## config.mk

```make
export PLATFORM = sky130hd
export DESIGN_NAME = mem_arbiter
export DESIGN_NICKNAME = d
export VERILOG_FILES = /design/src/rtl/mem_pkg.sv /design/src/rtl/mem_id_fifo.sv /design/src/rtl/mem_arbiter.sv
export SDC_FILE = /design/constraint.sdc
export NUM_CORES = 1
export LEC_CHECK = 0
export CORE_AREA = 4 4 100 139
export DETAILED_ROUTE_END_ITERATION = 10
export DIE_AREA = 0 0 104 143
export MAX_ROUTING_LAYER = met4
export PLACE_DENSITY_LB_ADDON = 0.1
export SETUP_SLACK_MARGIN = 0.5
export SLEW_MARGIN = 40
export SYNTH_ARGS = -nofsm -noshare
export SYNTH_HDL_FRONTEND = slang
export SYNTH_SLANG_ARGS = --single-unit
```

## constraint.sdc

```tcl
create_clock -name clk -period 2.8 [get_ports clk]
set_clock_uncertainty 0.2 [all_clocks]
set_input_delay 0.56 -clock clk [delete_from_list [all_inputs] [get_ports clk]]
set_output_delay 0.56 -clock clk [all_outputs]
set_load 0.02 [all_outputs]
```

## src/rtl/mem_pkg.sv

```systemverilog
// Shared constants and helpers for the core memory bus arbiter.
//   MEM_ADDR_W / MEM_DATA_W : default address and data widths of the bus
//   port_idx_width()        : bits needed to name one upstream port (at least 1)
package mem_pkg;

  localparam int MEM_ADDR_W = 32;
  localparam int MEM_DATA_W = 32;

  // $clog2 collapses to 0 for a single port, which would make a zero-width index.
  function automatic int port_idx_width(input int n_ports);
    return (n_ports > 2) ? $clog2(n_ports) : 1;
  endfunction

endpackage

```

## src/rtl/mem_id_fifo.sv

```systemverilog
// Small synchronous FIFO that remembers which upstream port issued each
// in-flight load, so responses can be steered back in issue order.
//   clk, rst_n : clock, asynchronous active-low reset
//   push, din  : enqueue din (ignored when full)
//   pop        : dequeue the front entry (ignored when empty)
//   front      : oldest entry
//   empty/full : occupancy flags
//   count      : number of stored entries
module mem_id_fifo #(
  parameter int DEPTH = 4,
  parameter int WIDTH = 1
) (
  input  logic                         clk,
  input  logic                         rst_n,
  input  logic                         push,
  input  logic [WIDTH-1:0]             din,
  input  logic                         pop,
  output logic [WIDTH-1:0]             front,
  output logic                         empty,
  output logic                         full,
  output logic [$clog2(DEPTH+1)-1:0]   count
);

  localparam int CNT_W = $clog2(DEPTH + 1);
  localparam int PTR_W = (DEPTH > 1) ? $clog2(DEPTH) : 1;

  logic [WIDTH-1:0] mem [DEPTH];
  logic [PTR_W-1:0] wr_ptr;
  logic [PTR_W-1:0] rd_ptr;
  logic             do_push;
  logic             do_pop;

  // Pointers wrap explicitly at DEPTH, so non-power-of-two depths work.
  function automatic logic [PTR_W-1:0] next_ptr(input logic [PTR_W-1:0] p);
    return (p == PTR_W'(DEPTH - 1)) ? '0 : p + 1'b1;
  endfunction

  assign empty   = (count == '0);
  assign full    = (count == CNT_W'(DEPTH));
  assign do_push = push && !full;
  assign do_pop  = pop && !empty;
  assign front   = mem[rd_ptr];

  always_ff @(posedge clk or negedge rst_n) begin
    if (!rst_n) begin
      wr_ptr <= '0;
      rd_ptr <= '0;
      count  <= '0;
    end else begin
      if (do_push) wr_ptr <= next_ptr(wr_ptr);
      if (do_pop)  rd_ptr <= next_ptr(rd_ptr);
      case ({do_push, do_pop})
        2'b10:   count <= count + 1'b1;
        2'b01:   count <= count - 1'b1;
        default: count <= count;
      endcase
    end
  end

  // Storage needs no reset: entries are only read once count says they are valid.
  always_ff @(posedge clk) begin
    if (do_push) mem[wr_ptr] <= din;
  end

endmodule

```

## src/rtl/mem_arbiter.sv

```systemverilog
// N-to-1 round-robin arbiter for the core memory bus.
//   clk, rst_n           : clock, asynchronous active-low reset
//   up_m_* (per port)    : upstream requests (address/data/write/valid in, ready out)
//   up_s_data/valid/ready: response data broadcast, per-port response valid/accept
//   dn_m_*               : registered downstream request
//   dn_s_*               : downstream response (passed straight through to the issuer)
// Loads are tracked in an ID FIFO of MAX_OUTSTANDING entries; stores get no response.
module mem_arbiter
  import mem_pkg::*;
#(
  parameter int N_PORTS         = 2,
  parameter int ADDR_W          = MEM_ADDR_W,
  parameter int DATA_W          = MEM_DATA_W,
  parameter int MAX_OUTSTANDING = 4
) (
  input  logic                        clk,
  input  logic                        rst_n,
  input  logic [N_PORTS*ADDR_W-1:0]   up_m_address,
  input  logic [N_PORTS*DATA_W-1:0]   up_m_data,
  input  logic [N_PORTS-1:0]          up_m_write,
  input  logic [N_PORTS-1:0]          up_m_valid,
  output logic [N_PORTS-1:0]          up_m_ready,
  output logic [DATA_W-1:0]           up_s_data,
  output logic [N_PORTS-1:0]          up_s_valid,
  input  logic [N_PORTS-1:0]          up_s_ready,
  output logic [ADDR_W-1:0]           dn_m_address,
  output logic [DATA_W-1:0]           dn_m_data,
  output logic                        dn_m_write,
  output logic                        dn_m_valid,
  input  logic                        dn_m_ready,
  input  logic [DATA_W-1:0]           dn_s_data,
  input  logic                        dn_s_valid,
  output logic                        dn_s_ready
);

  localparam int IDX_W = port_idx_width(N_PORTS);
  localparam int CNT_W = $clog2(MAX_OUTSTANDING + 1);

  logic [IDX_W-1:0]   rr;
  logic [IDX_W-1:0]   win;
  logic               any_elig;
  logic               slot_open;
  logic               grant;
  logic [N_PORTS-1:0] eligible;
  logic [ADDR_W-1:0]  sel_addr;
  logic [DATA_W-1:0]  sel_data;
  logic               sel_write;
  logic               fifo_push;
  logic               fifo_pop;
  logic [IDX_W-1:0]   fifo_front;
  logic               fifo_empty;
  logic               fifo_full;
  logic [CNT_W-1:0]   fifo_count;

  // Port index k places after the round-robin pointer, wrapping at N_PORTS.
  function automatic int rot_idx(input logic [IDX_W-1:0] base, input int k);
    int s;
    s = int'(base) + k;
    return (s >= N_PORTS) ? s - N_PORTS : s;
  endfunction

  assign slot_open = !dn_m_valid || dn_m_ready;
  // Loads wait while the ID FIFO is full; a same-cycle pop does not free a slot.
  assign eligible  = up_m_valid & (up_m_write | {N_PORTS{!fifo_full}});
  assign grant     = rst_n && slot_open && any_elig;
  assign fifo_push = grant && !sel_write;
  assign fifo_pop  = dn_s_valid && dn_s_ready;
  assign up_s_data = dn_s_data;

  // Rotated priority pick: first eligible port at or after rr.
  always_comb begin
    any_elig = 1'b0;
    win      = '0;
    for (int k = 0; k < N_PORTS; k++) begin
      if (!any_elig && eligible[rot_idx(rr, k)]) begin
        any_elig = 1'b1;
        win      = IDX_W'(rot_idx(rr, k));
      end
    end
  end

  always_comb begin
    sel_addr  = '0;
    sel_data  = '0;
    sel_write = 1'b0;
    for (int i = 0; i < N_PORTS; i++) begin
      if (win == IDX_W'(i)) begin
        sel_addr  = up_m_address[i*ADDR_W +: ADDR_W];
        sel_data  = up_m_data[i*DATA_W +: DATA_W];
        sel_write = up_m_write[i];
      end
    end
  end

  // Per-port handshakes: request grant to the winner, response to the FIFO head.
  always_comb begin
    up_m_ready = '0;
    up_s_valid = '0;
    dn_s_ready = 1'b0;
    for (int i = 0; i < N_PORTS; i++) begin
      up_m_ready[i] = grant && (win == IDX_W'(i));
      if (fifo_front == IDX_W'(i)) begin
        up_s_valid[i] = dn_s_valid && !fifo_empty;
        dn_s_ready    = !fifo_empty && up_s_ready[i];
      end
    end
  end

  // Downstream request register; contents only move when the slot is open.
  always_ff @(posedge clk or negedge rst_n) begin
    if (!rst_n) begin
      dn_m_valid   <= 1'b0;
      dn_m_address <= '0;
      dn_m_data    <= '0;
      dn_m_write   <= 1'b0;
      rr           <= '0;
    end else if (slot_open) begin
      if (any_elig) begin
        dn_m_valid   <= 1'b1;
        dn_m_address <= sel_addr;
        dn_m_data    <= sel_data;
        dn_m_write   <= sel_write;
        rr           <= (win == IDX_W'(N_PORTS - 1)) ? '0 : win + 1'b1;
      end else begin
        dn_m_valid   <= 1'b0;
      end
    end
  end

  mem_id_fifo #(
    .DEPTH (MAX_OUTSTANDING),
    .WIDTH (IDX_W)
  ) u_id_fifo (
    .clk   (clk),
    .rst_n (rst_n),
    .push  (fifo_push),
    .din   (win),
    .pop   (fifo_pop),
    .front (fifo_front),
    .empty (fifo_empty),
    .full  (fifo_full),
    .count (fifo_count)
  );

  a_count_bound: assert property (@(posedge clk) disable iff (!rst_n)
    fifo_count <= CNT_W'(MAX_OUTSTANDING));

endmodule

```

==> results.txt <==
----------------------------------------------------
[Layout]
  Layout Utilization ... between 50% and 60%
  Fraction of layout cells with a size suffix above 1 ... 15.2%
  Antenna diodes ... 0
  Area of the multi-input gates ... 1750 µm²
  Post-route cell area ... 6850 µm²
  Number of fill cells in the layout ... 1185
  P&R area growth vs syn ... 72.4%
  Final-stage net count ... 760
  Flip-flop and latch area ... 1970 µm²

[Synth]
  FF+latch count, synth ... 78
  Share of the yosys chip area belonging to registers ... 49.6%
  Leading cell types by total area after synthesis ... sky130_fd_sc_hd__dfrtp_1, sky130_fd_sc_hd__mux2i_1, sky130_fd_sc_hd__o21ai_1
  Synthesized net count ... about 560
  Count of unique library cells instantiated by Yosys ... 31
  Share of the synthesized netlist area taken by xor and xnor gates ... less than 1%
  Synthesized area per cell ... 10.5 µm²
  Area share of fa/ha/maj cells after synthesis ... 2.39%
  Compound-Gate Fraction of Synth Area ... 9.19%
  Flip-flop cell with the highest count after synthesis ... sky130_fd_sc_hd__dfrtp_1
  Simple-gate share of the synthesized area ... 9.82%
  Post-Synthesis Cells ... 379
  Mapped cell area ... 3980 µm²
  EDFF count, synth ... 4
  Largest family of logic cells by synthesized area ... multiplexers
  Area share of the largest cell type after synthesis ... between 40 and 50%
  Largest area contributor in the synthesized netlist ... sky130_fd_sc_hd__dfrtp_1
  Count of synthesis-stage warnings from yosys ... 0
  Share of synthesized area spent on multiplexers ... 18.8%
  Share of async-settable or async-resettable flops after synthesis ... between 90 and 100%

[Hold path]
  Hold/Removal Path Class ... in -> async

[Placed design]
  Area after detailed placement ... between 6000 and 7000 µm²
  Port buffer count ... around 210
  Placement Setup Slack ... -0.521 ns
  Final weighted congestion in routability-driven placement ... about 0.76
  DPL Wire Length ... 8990 µm

[STA]
  Worst max-slew margin expressed relative to the limit ... between 50% and 60%
  Setup WS post-layout ... 0.0428 ns
  Final Hold Vio Count ... 0
  Pin slew with the least headroom to its limit ... 0.666 ns
  Fraction of the cycle the final worst path needs ... 98.5%
  Clock period minus final worst setup slack ... ~2.8 ns
  Timing-limited maximum frequency ... 0.363 GHz
  Final setup viols ... 0
  RSZ-0062 raised after global routing ... yes
  Max-slew violation count ... 0

[Routing]
  Via count normalized by instance count ... 4.59
  Number of nets with antenna violations after routing ... 0
  Vias ... 3400
  Routed wire per std cell ... between 15 and 20 µm
  Drt pass-1 iters ... 4
  Routed WL ... between 10000 and 15000 µm
  DRC errors left ... 0
  Number of DRC markers after the initial detailed-route iteration ... 54

[Power and ir drop]
  IR Drop Worst-Case VDD ... 0.327 mV
  Pwr/cell area ... 777 nW/µm²
  Leakage component of the power ... 3.09 nW

[Setup path]
  Critical path startpoint category ... primary input
  Endpoint kind of the worst setup timing path ... flop
  Crit path max fanout ... 2
  Cells along the critical path ... dlygate4sd2_1, or4b_4, o311ai_4, mux2i_1, and4_1, inv_2, ha_4, inv_2, fa_2, xor2_1, nor2_1, xor2_1
  Worst endpoint required time ... about 2.8 ns
  Critical path start-end classification ... in -> reg
  CP max-delay cell ... sky130_fd_sc_hd__or4b_4
  CP arrival ... between 2 and 3 ns
  Maximum single-stage delay on the critical path ... 0.55 ns

[Clock network]
  Number of sinks handled by clock tree synthesis ... just under 80
  Max clock buf depth ... 2
  Clock tree root driver cell ... sky130_fd_sc_hd__clkbuf_16
  TritonCTS buffer count ... 9
  Skew-Pair Late Insertion Delay ... between 0.3 and 0.4 ns
  Clock tree from TritonCTS ... done
  Clock-pin slew on the worst setup and hold paths ... 0.06 ns
  H-tree levels ... 3

[Global routing]
  First-pass GRT wire length ... around 19000 µm
  Sum of overflow across all layers after global routing ... 0
  Maximum number of pins on one net before global-route repair ... 53
  Initial antenna violation count ... 0
  Vias in the first global route ... 3606
  Gr usage total ... 16.9%

[Die]
  Core area ... 12800 µm²
  Area enclosed by the die boundary ... 14900 µm²
  Standard-cell row count ... 49
  Vertical die dimension ... 143 µm
  X dimension of the die ... 104 µm
  Starting density of the core ... 31.2%
  Boundary Pins ... ~270

[Job]
  Number of max-cap violations ... 0

[Outcome]
  Result of the run ... complete, no violations

----------------------------------------------------
## repair_timing
item | 4_1_cts | 5_1_grt
pin swaps | 10 | 2
hold endpoints to repair | 4 | 0
setup buffers | 6 | 4
hold buffers | 1 | 0
endpoints found under the setup margin | 79 | 79
resized for setup | 51 | 19
gates cloned | 3 | 6
## Yosys cell counts, types with 2 or more instances
master,number
sky130_fd_sc_hd__nor2_1,6
sky130_fd_sc_hd__mux2_2,2
sky130_fd_sc_hd__mux2_4,2
sky130_fd_sc_hd__nand2_1,67
sky130_fd_sc_hd__nor2b_1,2
sky130_fd_sc_hd__dfrtp_1,74
sky130_fd_sc_hd__nand2b_1,3
sky130_fd_sc_hd__ha_1,6
sky130_fd_sc_hd__clkbuf_1,5
sky130_fd_sc_hd__edfxtp_1,4
sky130_fd_sc_hd__buf_2,16
sky130_fd_sc_hd__mux2i_1,67
sky130_fd_sc_hd__inv_2,2
sky130_fd_sc_hd__and2_1,4
sky130_fd_sc_hd__and3_1,2
sky130_fd_sc_hd__inv_1,6
sky130_fd_sc_hd__o21ai_1,65
sky130_fd_sc_hd__xor2_1,2
sky130_fd_sc_hd__buf_4,32
## worst max-delay path: cells and delay by family
kind / cells / cell delay, ns
buffers and inverters: 3 / 0.34
XOR/XNOR: 2 / 0.28
adder cells (fa/ha/maj): 2 / 0.33
multiplexers: 1 / 0.28
AND/OR/NAND/NOR: 3 / 0.87
AO/OA/AOI/OAI: 1 / 0.11
## final cells by class
type / count / area share [%]
clock buffer: 13 / 3.51
clock inverter: 2 / 0.146
inverter: 8 / 0.475
multi-input combinational: 239 / 25.5
sequential: 78 / 28.8
tap: 153 / 2.79
timing repair buffer: 247 / 38.8
## cells by family after synthesis
logic type,Yosys count
AOI/OAI and AO/OA,68
xor gates and xnor gates,3
adders and majority gates,7
buffers and inverters,62
DFF,78
muxes,72
and+or+nand+nor,89
## sequential cells by signal, indices dropped and copies added, names as in the netlist
name,count
dn_m_address,32
dn_m_data,32
dn_m_valid,1
dn_m_write,1
rr,1
u_id_fifo.count,3
u_id_fifo.mem,4
u_id_fifo.rd_ptr,2
u_id_fifo.wr_ptr,2
## path summary, 6_finish.rpt
path | startpoint | end | slack (ns) | depth (start not counted)
setup reg to reg | u_id_fifo.count[1] | u_id_fifo.count[2] | 0.06 | 11
hold reg to reg | dn_m_address[29] | dn_m_address[29] | 0.28 | 2
setup / recovery | up_m_write[1] | u_id_fifo.count[2] | 0.04 | 12
hold / removal | rst_n | dn_m_data[30] | 0.06 | 2
min in group clk | dn_m_address[29] | dn_m_address[29] | 0.28 | 2
max in group asynchronous | rst_n | dn_m_write | 1.71 | 2
## metal layers
layer / global-route usage (%) / routed length [µm] / part of all wire, % / up-vias
met1: 16.1 / 4540 / 35 / 1574
met2: 31.6 / 7310 / 56 / 128
li1: - / - / - / 1668
met5: - / 0 / 0 / -
met4: 8.12 / 379 / 2.9 / 0
met3: 4.57 / 763 / 5.9 / 30
## placed cells by master, fill, tap and decap left out, drive strengths merged, types with 3 or more instances in the layout
| cell type | netlist | final |
|---|---|---|
| clkdlybuf4s50 | 0 | 200 |
| dfrtp | 74 | 74 |
| nand2 | 67 | 67 |
| mux2i | 67 | 67 |
| o21ai | 66 | 66 |
| buf | 49 | 39 |
| clkbuf | 5 | 18 |
| inv | 8 | 8 |
| nor2 | 6 | 6 |
| ha | 6 | 6 |
| and2 | 4 | 4 |
| edfxtp | 4 | 4 |
| mux2 | 4 | 4 |
| nand2b | 3 | 3 |
## power breakdown
group	total (mW)	switching, mW	internal (mW)
sequential	1.68	0.199	1.48
combinational	2.63	1.23	1.40
clock	1.01	0.419	0.593
total	5.32	1.85	3.47
## stage by stage
stage	hold WS [ns]	setup TNS, ns	total power [mW]	std cells
after floorplan	0.0644	-0.00574	2.94	379
after global placement	0.195	-5.86	3.96	705
after detailed placement	0.195	-7.82	4.00	705
after CTS	0.0693	0	5.23	730
after global routing	0.0794	-0.135	5.65	740
final	0.0643	0	5.32	740
Power figures use the tool's default switching activity.
